### src/rtl/pipeline_hazard_ctrl_if.sv
// Hazard-controller signal bundle: ID/EXE/MEM hazard inputs, SRAM handshake and
// pipeline control outputs. Perf counters appear only when HAZARD_PERF_EN is defined.
interface pipeline_hazard_ctrl_if;
  logic       fwd_en;
  logic [4:0] src1;
  logic [4:0] src2;
  logic       two_src;
  logic [4:0] Dest_EXE;
  logic       WB_EN_EXE;
  logic       MEM_R_EN_EXE;
  logic [4:0] Dest_MEM;
  logic       WB_EN_MEM;
  logic       mem_req;
  logic       mem_ready;
  logic       branch_taken;
  logic       freeze_pc;
  logic       bubble_exe;
  logic       flush_if;
  logic       freeze_all;
  logic       mem_timeout;
  logic [1:0] state;
`ifdef HAZARD_PERF_EN
  logic [15:0] perf_stall;
  logic [15:0] perf_memwait;
  logic [15:0] perf_flush;

  modport master (
    output fwd_en, src1, src2, two_src, Dest_EXE, WB_EN_EXE, MEM_R_EN_EXE,
           Dest_MEM, WB_EN_MEM, mem_req, mem_ready, branch_taken,
    input  freeze_pc, bubble_exe, flush_if, freeze_all, mem_timeout, state,
           perf_stall, perf_memwait, perf_flush
  );
  modport slave (
    input  fwd_en, src1, src2, two_src, Dest_EXE, WB_EN_EXE, MEM_R_EN_EXE,
           Dest_MEM, WB_EN_MEM, mem_req, mem_ready, branch_taken,
    output freeze_pc, bubble_exe, flush_if, freeze_all, mem_timeout, state,
           perf_stall, perf_memwait, perf_flush
  );
`else
  modport master (
    output fwd_en, src1, src2, two_src, Dest_EXE, WB_EN_EXE, MEM_R_EN_EXE,
           Dest_MEM, WB_EN_MEM, mem_req, mem_ready, branch_taken,
    input  freeze_pc, bubble_exe, flush_if, freeze_all, mem_timeout, state
  );
  modport slave (
    input  fwd_en, src1, src2, two_src, Dest_EXE, WB_EN_EXE, MEM_R_EN_EXE,
           Dest_MEM, WB_EN_MEM, mem_req, mem_ready, branch_taken,
    output freeze_pc, bubble_exe, flush_if, freeze_all, mem_timeout, state
  );
`endif
endinterface

### src/rtl/pipeline_hazard_ctrl.sv
// Stall/flush sequencer: RAW/load-use stalls, SRAM wait freeze with timeout, deferred flush.
// Optional perf counters (perf_stall/perf_memwait/perf_flush) under macro HAZARD_PERF_EN.
module pipeline_hazard_ctrl #(
  parameter int unsigned MEM_TIMEOUT = 64,
  parameter int unsigned CNT_W       = 7
) (
  input logic                   clk,
  input logic                   rst,
  pipeline_hazard_ctrl_if.slave hz
);

  typedef enum logic [1:0] {
    StRun     = 2'b00,
    StMemWait = 2'b01,
    StErr     = 2'b10
  } state_e;

  localparam logic [CNT_W-1:0] CntMax = CNT_W'(MEM_TIMEOUT - 1);

  state_e           state_q, state_d;
  logic [CNT_W-1:0] wait_cnt_q, wait_cnt_d;
  logic             br_pend_q, br_pend_d;
  logic             mem_timeout_q, mem_timeout_d;

  logic freeze_pc, bubble_exe, flush_if, freeze_all;
  logic m1_exe, m2_exe, m1_mem, m2_mem, hazard;

  always_comb begin
    m1_exe = (hz.src1 != 5'd0) && (hz.src1 == hz.Dest_EXE);
    m2_exe = hz.two_src && (hz.src2 != 5'd0) && (hz.src2 == hz.Dest_EXE);
    m1_mem = (hz.src1 != 5'd0) && (hz.src1 == hz.Dest_MEM);
    m2_mem = hz.two_src && (hz.src2 != 5'd0) && (hz.src2 == hz.Dest_MEM);
    // With forwarding on, only a load in EXE cannot be bypassed in time.
    if (hz.fwd_en) begin
      hazard = hz.MEM_R_EN_EXE && (m1_exe || m2_exe);
    end else begin
      hazard = (hz.WB_EN_EXE && (m1_exe || m2_exe)) || (hz.WB_EN_MEM && (m1_mem || m2_mem));
    end
  end

  always_comb begin
    freeze_pc     = 1'b0;
    bubble_exe    = 1'b0;
    flush_if      = 1'b0;
    freeze_all    = 1'b0;
    state_d       = state_q;
    wait_cnt_d    = wait_cnt_q;
    br_pend_d     = br_pend_q;
    mem_timeout_d = mem_timeout_q;
    case (state_q)
      StRun: begin
        if (hz.mem_req && !hz.mem_ready) begin
          freeze_all = 1'b1;
          freeze_pc  = 1'b1;
          if (hz.branch_taken) br_pend_d = 1'b1;
          state_d    = StMemWait;
          wait_cnt_d = CNT_W'(1);
        end else if (hz.branch_taken || br_pend_q) begin
          // ID holds a wrong-path instruction, so any hazard on it is moot.
          flush_if   = 1'b1;
          bubble_exe = 1'b1;
          br_pend_d  = 1'b0;
        end else if (hazard) begin
          freeze_pc  = 1'b1;
          bubble_exe = 1'b1;
        end
      end
      StMemWait: begin
        if (hz.branch_taken) br_pend_d = 1'b1;
        if (hz.mem_ready) begin
          state_d    = StRun;
          wait_cnt_d = '0;
        end else begin
          freeze_all = 1'b1;
          freeze_pc  = 1'b1;
          if (wait_cnt_q == CntMax) begin
            state_d       = StErr;
            mem_timeout_d = 1'b1;
          end else begin
            wait_cnt_d = wait_cnt_q + CNT_W'(1);
          end
        end
      end
      StErr: begin
        freeze_all    = 1'b1;
        freeze_pc     = 1'b1;
        mem_timeout_d = 1'b1;
      end
      default: begin
        state_d    = StRun;
        wait_cnt_d = '0;
      end
    endcase
  end

  always_ff @(posedge clk) begin
    if (rst) begin
      state_q       <= StRun;
      wait_cnt_q    <= '0;
      br_pend_q     <= 1'b0;
      mem_timeout_q <= 1'b0;
    end else begin
      state_q       <= state_d;
      wait_cnt_q    <= wait_cnt_d;
      br_pend_q     <= br_pend_d;
      mem_timeout_q <= mem_timeout_d;
    end
  end

  assign hz.freeze_pc   = freeze_pc;
  assign hz.bubble_exe  = bubble_exe;
  assign hz.flush_if    = flush_if;
  assign hz.freeze_all  = freeze_all;
  assign hz.mem_timeout = mem_timeout_q;
  assign hz.state       = state_q;

`ifdef HAZARD_PERF_EN
  logic [15:0] perf_stall_q, perf_memwait_q, perf_flush_q;

  always_ff @(posedge clk) begin
    if (rst) begin
      perf_stall_q   <= '0;
      perf_memwait_q <= '0;
      perf_flush_q   <= '0;
    end else begin
      if ((state_q == StRun) && bubble_exe && !flush_if && (perf_stall_q != 16'hFFFF)) begin
        perf_stall_q <= perf_stall_q + 16'd1;
      end
      if (freeze_all && (perf_memwait_q != 16'hFFFF)) begin
        perf_memwait_q <= perf_memwait_q + 16'd1;
      end
      if (flush_if && (perf_flush_q != 16'hFFFF)) begin
        perf_flush_q <= perf_flush_q + 16'd1;
      end
    end
  end

  assign hz.perf_stall   = perf_stall_q;
  assign hz.perf_memwait = perf_memwait_q;
  assign hz.perf_flush   = perf_flush_q;
`endif

endmodule

### src/flat_wrapper.sv
// flat-port wrapper written by rule: the top's interface ports become plain ports
module pipeline_hazard_ctrl_flat 
#(
  parameter int unsigned MEM_TIMEOUT = 64,
  parameter int unsigned CNT_W       = 7
)
  (clk, rst, hz_fwd_en, hz_src1, hz_src2, hz_two_src, hz_Dest_EXE, hz_WB_EN_EXE, hz_MEM_R_EN_EXE, hz_Dest_MEM, hz_WB_EN_MEM, hz_mem_req, hz_mem_ready, hz_branch_taken, hz_freeze_pc, hz_bubble_exe, hz_flush_if, hz_freeze_all, hz_mem_timeout, hz_state);
  pipeline_hazard_ctrl_if hz_i ();
  input logic clk;
  input logic rst;
  input wire logic [$bits(hz_i.fwd_en)-1:0] hz_fwd_en;
  input wire logic [$bits(hz_i.src1)-1:0] hz_src1;
  input wire logic [$bits(hz_i.src2)-1:0] hz_src2;
  input wire logic [$bits(hz_i.two_src)-1:0] hz_two_src;
  input wire logic [$bits(hz_i.Dest_EXE)-1:0] hz_Dest_EXE;
  input wire logic [$bits(hz_i.WB_EN_EXE)-1:0] hz_WB_EN_EXE;
  input wire logic [$bits(hz_i.MEM_R_EN_EXE)-1:0] hz_MEM_R_EN_EXE;
  input wire logic [$bits(hz_i.Dest_MEM)-1:0] hz_Dest_MEM;
  input wire logic [$bits(hz_i.WB_EN_MEM)-1:0] hz_WB_EN_MEM;
  input wire logic [$bits(hz_i.mem_req)-1:0] hz_mem_req;
  input wire logic [$bits(hz_i.mem_ready)-1:0] hz_mem_ready;
  input wire logic [$bits(hz_i.branch_taken)-1:0] hz_branch_taken;
  output wire logic [$bits(hz_i.freeze_pc)-1:0] hz_freeze_pc;
  output wire logic [$bits(hz_i.bubble_exe)-1:0] hz_bubble_exe;
  output wire logic [$bits(hz_i.flush_if)-1:0] hz_flush_if;
  output wire logic [$bits(hz_i.freeze_all)-1:0] hz_freeze_all;
  output wire logic [$bits(hz_i.mem_timeout)-1:0] hz_mem_timeout;
  output wire logic [$bits(hz_i.state)-1:0] hz_state;
  assign hz_i.fwd_en = hz_fwd_en;
  assign hz_i.src1 = hz_src1;
  assign hz_i.src2 = hz_src2;
  assign hz_i.two_src = hz_two_src;
  assign hz_i.Dest_EXE = hz_Dest_EXE;
  assign hz_i.WB_EN_EXE = hz_WB_EN_EXE;
  assign hz_i.MEM_R_EN_EXE = hz_MEM_R_EN_EXE;
  assign hz_i.Dest_MEM = hz_Dest_MEM;
  assign hz_i.WB_EN_MEM = hz_WB_EN_MEM;
  assign hz_i.mem_req = hz_mem_req;
  assign hz_i.mem_ready = hz_mem_ready;
  assign hz_i.branch_taken = hz_branch_taken;
  assign hz_freeze_pc = hz_i.freeze_pc;
  assign hz_bubble_exe = hz_i.bubble_exe;
  assign hz_flush_if = hz_i.flush_if;
  assign hz_freeze_all = hz_i.freeze_all;
  assign hz_mem_timeout = hz_i.mem_timeout;
  assign hz_state = hz_i.state;
  pipeline_hazard_ctrl #(.MEM_TIMEOUT(MEM_TIMEOUT), .CNT_W(CNT_W)) u_core (.clk(clk), .rst(rst), .hz(hz_i));
endmodule
### config.mk
export PLATFORM = sky130hd
export DESIGN_NAME = pipeline_hazard_ctrl_flat
export DESIGN_NICKNAME = d
export VERILOG_FILES = /design/src/rtl/pipeline_hazard_ctrl_if.sv /design/src/rtl/pipeline_hazard_ctrl.sv /design/src/flat_wrapper.sv
export SDC_FILE = /design/constraint.sdc
export NUM_CORES = 1
export LEC_CHECK = 0
export CAP_MARGIN = 5
export CORE_MARGIN = 4
export CORE_UTILIZATION = 37
export DETAILED_ROUTE_END_ITERATION = 8
export GPL_TIMING_DRIVEN = 0
export PLACE_DENSITY = 0.79
export SLEW_MARGIN = 20
export SYNTH_ARGS = -nofsm -noshare
export SYNTH_HDL_FRONTEND = slang
export SYNTH_SLANG_ARGS = --single-unit
### constraint.sdc
create_clock -name clk -period 1.6 [get_ports clk]
set_clock_uncertainty 0.15 [all_clocks]
set_input_delay 0.16 -clock clk [delete_from_list [all_inputs] [get_ports clk]]
set_output_delay 0.16 -clock clk [all_outputs]
set_load 0.02 [all_outputs]
# [Word-level counts from Yosys, hierarchy flattened]
# Index checks and enable logic that the tools add are counted.
# Widths: inputs -> output; s select.
[word_totals] regBits=11 in_bits=30 output_inout_bits=7 wordCells=71
[classes] add_sub_neg=1 eq_ne=13 mux=29 bitwise=1 n_reduce_logical=23
[ops] op="$mux 7" count=3
[ops] op="$pmux 7 s3" count=1
[ops] op="$eq 5x5->1" count=4
[ops] op="$mux 1" count=17
[ops] op="$reduce_bool 5->1" count=2
[ops] op="$logic_and 1x1->1" count=9
[ops] op="$reduce_and 3->1" count=3
[ops] op="$add 7x1->7 const B" count=1
[ops] op="$eq 7x6->1 const B" count=1
[ops] op="$mux 2" count=3
[ops] op="$pmux 1 s3" count=2
[ops] op="$pmux 2 s3" count=1
[ops] op="$logic_or 1x1->1" count=4
[ops] op="$ne 2x1->1 const B" count=2
[ops] op="$pmux 1 s2" count=2
[ops] op="$reduce_bool 2->1" count=2
[ops] op="$ne 3x1->1 const B" count=1
[ops] op="$ne 3x2->1 const B" count=1
[ops] op="$ne 3x3->1 const B" count=1
[ops] op="$eq 2x1->1 const B" count=1
[ops] op="$eq 2x2->1 const B" count=1
[ops] op="$logic_not 2->1" count=1
[ops] op="$ne 2x2->1 const B" count=1
[ops] op="$reduce_and 2->1" count=1
[ops] op="2 further kinds" count=2

# [Depth between registers and ports, before layout]
[depth] ltp_word=11 mapped_depth=7 depth_no_buf=7

# [Worst setup path before layout]
# Ideal clock, no wire load.
[synth_timing] path_kind="reg-to-reg" from="register u_core.wait_cnt_q[0]" to="register u_core.wait_cnt_q[5]" setup_ns=0.115 arrival_ns=1.549 t_required_ns=1.335 path_slack_ns=-0.214 stages_incl_launch_ff=8 path_buffers=0 synth_period_minus_slack_ns=1.814 cell_sequence="dfxtp_1 > ha_1 > nand3_1 > nor3_2 > nand3_1 > and4_1 > xnor2_1 > nor2_1"
[synth_between] elab_chain_cells=4 elab_cells_between_ends=7 cone_classes="1 x add/sub; 2 x eq/ne; 3 x mux; 1 x reduce/logical"
[synth_lines] element="start, declared" line="pipeline_hazard_ctrl.sv:21" text="logic [CNT_W-1:0] wait_cnt_q, wait_cnt_d;"
[synth_lines] element="start signal, assigned" line="pipeline_hazard_ctrl.sv:104" text="wait_cnt_q <= wait_cnt_d;"
[synth_lines] element="$add 7x1->7" line="pipeline_hazard_ctrl.sv:80" text="wait_cnt_d = wait_cnt_q + CNT_W'(1);"
[synth_lines] element="$mux 7" line="pipeline_hazard_ctrl.sv:76" text="if (wait_cnt_q == CntMax) begin"
[synth_lines] element="$mux 7" line="pipeline_hazard_ctrl.sv:70" text="if (hz.mem_ready) begin"
[synth_lines] element="$pmux 7 s3" line="pipeline_hazard_ctrl.sv:50" text="case (state_q)"
# Several ways; a longest one is shown, not always the timed one. The select of a mux whose other input is x is not followed.
# A chain may end at the register's enable or synchronous reset.

# [Worst setup path after layout]
[layout_timing] from="input port hz_src1[4]" to="output port hz_bubble_exe"
[layout_between] elab_chain_cells=10 elab_cells_between_ends=16 cone_classes="2 x eq/ne; 5 x mux; 9 x reduce/logical"
[layout_lines] element="start, declared" line="flat_wrapper.sv:12" text="input wire logic [$bits(hz_i.src1)-1:0] hz_src1;"
[layout_lines] element="$eq 5x5->1 (tied with other cells)" line="pipeline_hazard_ctrl.sv:29" text="m1_exe = (hz.src1 != 5'd0) && (hz.src1 == hz.Dest_EXE);"
[layout_lines] element="$logic_and 1x1->1 (on tied branches)" line="pipeline_hazard_ctrl.sv:29, pipeline_hazard_ctrl.sv:31"
[layout_lines] element="$logic_or 1x1->1 (on tied branches)" line="pipeline_hazard_ctrl.sv:35, pipeline_hazard_ctrl.sv:37"
[layout_lines] element="$logic_and 1x1->1" line="pipeline_hazard_ctrl.sv:37" text="hazard = (hz.WB_EN_EXE && (m1_exe || m2_exe)) || (hz.WB_EN_MEM && (m1_mem || m2_mem));"
[layout_lines] element="$logic_or 1x1->1" line="pipeline_hazard_ctrl.sv:37"
[layout_lines] element="$mux 1 *" line="pipeline_hazard_ctrl.sv:34" text="if (hz.fwd_en) begin"
[layout_lines] element="$mux 1 *" line="pipeline_hazard_ctrl.sv:63" text="end else if (hazard) begin"
[layout_lines] element="$mux 1 *" line="pipeline_hazard_ctrl.sv:58" text="end else if (hz.branch_taken || br_pend_q) begin"
[layout_lines] element="$mux 1 *" line="pipeline_hazard_ctrl.sv:52" text="if (hz.mem_req && !hz.mem_ready) begin"
[layout_lines] element="$mux 1 *" line="pipeline_hazard_ctrl.sv:50"
[layout_lines] element="end, declared" line="flat_wrapper.sv:24" text="output wire logic [$bits(hz_i.bubble_exe)-1:0] hz_bubble_exe;"
# Mark *: on every way between the ends. The rest lies on a longest branch, timed or not.

==> run_results.csv <==
group,metric,value,unit
die,die_h,55.1,µm
min_path,hold_path_class,"input pin to flip-flop",
worst_setup_path,arrival,1740,ps
sta,finalSetupViolCount,3,
drt,vias,981,
worst_setup_path,cp-startpoint,"hz_src1[4]",
worst_setup_path,crit-reg2reg-launch,"u_core.wait_cnt_q[0]",
layout,final_net_count,191,
clock_tree,cts_max_level,1,
place,gp_congestion,0.777,
clock_tree,cts.path.max_buffers,2,
sta,hold_violations,0,
global_routing,grt_overflow_total,0,
drt,wl_per_cell,14.4,µm
clock_tree,cts-root-buf,"clkbuf_4",
global_routing,grt_pass1_vias,959,
sta,fmax,0.488,GHz
worst_setup_path,cp_data_required_time,1290,ps
layout,syn_to_final_growth,78.2,%
clock_tree,postCtsHoldBufs,0,
worst_setup_path,endpoint,"hz_bubble_exe",
worst_setup_path,cp_cell_sequence,"buf_8 -> or4_4 -> nor2_4 -> nor4_2 -> a31oi_1 -> o32ai_2 -> o31a_1 -> buf_6",
logic_synthesis,yosys_register_bits,11,
clock_tree,clk_pin_slew,60,ps
logic_synthesis,synth_area,821,µm²
worst_setup_path,setup.worst_path.start_class,"input pin",
sta,rsz0062_at_grt,"yes",
logic_synthesis,avgSynthCellArea,7.89,µm²
clock_tree,numClockSinks,11,
status,status,"complete, but fails checks",
sta,tightestPinTransition,365,ps
logic_synthesis,ys.flop_type,"dfxtp_1",
clock_tree,cts_tree,"done",
die,start_util,0.402,
logic_synthesis,yosysWarnings,0,
die,num_io_pins,37,
layout,antennaDiodeCount,0,
drt,drt_iter0_drc,21,
logic_synthesis,synth_most_common_cell,"xnor2_1",
drt,via_per_inst,5.27,
sta,slew_headroom,0.756,
clock_tree,cts_made_buffers,3,
place,dp_hpwl,1850,µm
flow_run,cap_violations,0,
worst_setup_path,critPathMaxFanout,2,
logic_synthesis,synth_nets,135,
layout,layout-drive-gt1-share,0.302,
logic_synthesis,synth-edff-count,0,
drt,drc_errors,0,
die,row_count,16,
global_routing,grt_start_max_net_pins,11,
status,failed_checks,"negative setup slack",
min_path,worstHoldStart,"rst",
power_and_ir_drop,p_per_area,501,nW/µm²
die,die_area,3040,µm²
logic_synthesis,ys_top_cells_by_area,"dfxtp_1 (27%), xnor2_1 (15%), xor2_1 (9.6%)",
power_and_ir_drop,leakagePower,0.586,nW
die,die_w,55.1,µm
sta,worst_slack,-449,ps
clock_tree,clock_latency,270,ps
sta,maxSlewViolCount,0,
sta,finalSetupTns,-853,ps
logic_synthesis,ys_types,31,
sta,post-route-min-period,2050,ps
logic_synthesis,synth_top_area_frac,0.268,
global_routing,antenna_found_initial,0,
logic_synthesis,netlist_instances,104,
worst_setup_path,cpPeakStageDelay,540,ps
global_routing,grt_use_total,0.183,
logic_synthesis,synthTopCellsByCount,"xnor2_1 (14), dfxtp_1 (11), nor2_1 (10)",
power_and_ir_drop,ir_worst_vdd,544,µV
global_routing,grt_pass1_wl,4000,µm
sta,min_period_over_period,1.28,
worst_setup_path,worst_setup_path_end_kind,"output port",
place,numPortBuffers,35,
worst_setup_path,crit_path_top_delay_cell,"or4_4",
worst_setup_path,reg2regPathDepth,8,
drt,antenna_left,0,
power_and_ir_drop,p_total,0.000733,W
worst_setup_path,crit_type,"input pin to output port",
logic_synthesis,postSynth.asyncResetShare,0,
drt,drtPass1Iterations,4,
die,fp.coreArea,2040,µm²
worst_setup_path,ff2ff_setup_slack,0,ps
logic_synthesis,ys_seq_area_frac,0.268,
logic_synthesis,yosys.area.top_type,"dfxtp_1",
drt,wirelength,2680,µm
worst_setup_path,r2r_end,"u_core.wait_cnt_q[1]",
critical path: cells and delay by family:
family	cells	cell delay, ps
AND/OR/NAND/NOR	3	710
AO/OA/AOI/OAI	3	640
buffers and inverters	2	240
placed cells by master (no fill, tap or decap), types with 4 or more instances in the layout:
cell type / synthesis / routed
a21oi_1: 8 / 7
buf_4: 0 / 15
buf_6: 0 / 5
clkdlybuf4s50_1: 0 / 8
dfxtp_1: 11 / 7
dlygate4sd2_1: 0 / 14
inv_1: 4 / 4
nand2_1: 5 / 5
nand3_1: 8 / 6
nor2_1: 10 / 8
xnor2_1: 14 / 14
xor2_1: 9 / 9
power breakdown:
part	internal [W]	switching, W	leakage (nW)
Sequential	0.000277	0.00000590	0.0914
Clock	0.0000965	0.0000903	0.0150
Combinational	0.000144	0.000120	0.479
Total	0.000517	0.000216	0.586
registers in the layout, summed over array words and instances, names as in the netlist:
name                   count
u_core.wait_cnt_q          7
u_core.hz.state            2
u_core.br_pend_q           1
u_core.hz.mem_timeout      1
worst min path at each step:
stage	endpoint	slack, ps	cells after the start
6_report	u_core.wait_cnt_q[1]	90	2
5_1_grt	u_core.wait_cnt_q[1]	90	2
4_1_cts	u_core.wait_cnt_q[1]	80	2
3_5_place_dp	u_core.hz.mem_timeout	310	2
3_3_place_gp	u_core.hz.mem_timeout	300	2
2_1_floorplan	u_core.br_pend_q	200	2
logic make-up after synthesis:
family	synth area share
flip-flops	0.268
AO/OA/AOI/OAI	0.183
AND/OR/NAND/NOR	0.236
buffers and inverters	0.0274
multiplexers	0.0244
adder cells (fa/ha/maj)	0.0152
XOR/XNOR	0.245
through the flow:
stage                     worst slack, ps  instance area [µm²]  utilization  hold slack, ps  std cells
after floorplan                      -104                  845            -             203        104
after global placement              -1160                 1230        0.602             304        166
after detailed placement            -1160                 1230        0.602             310        166
after CTS                            -425                 1370        0.669            77.3        178
after global routing                 -505                 1460        0.716            91.2        186
final                                -449                 1460        0.716            91.9        186
area by class of cell:
type / count / area (µm²)
tap: 27 / 33.8
multi-input combinational: 87 / 682
buffer: 2 / 18.8
fill: 159 / 579
inverter: 4 / 15.0
clock buffer: 4 / 26.3
timing repair buffer: 51 / 457
sequential: 11 / 230
metal layers:
metal | track usage | share of wire
met5 | 0 | 0
met4 | 0.0405 | 0.012
met3 | 0.0536 | 0.048
met2 | 0.362 | 0.54
met1 | 0.184 | 0.40
repair_timing:
| action | 4_1_cts | 5_1_grt |
|---|---|---|
| setup buffers | 8 | 8 |
| pin swaps | 12 | 13 |
| endpoints found under the setup margin | 11 | 9 |
| resized for setup | 79 | 11 |
(Power assumes the default switching activity.)
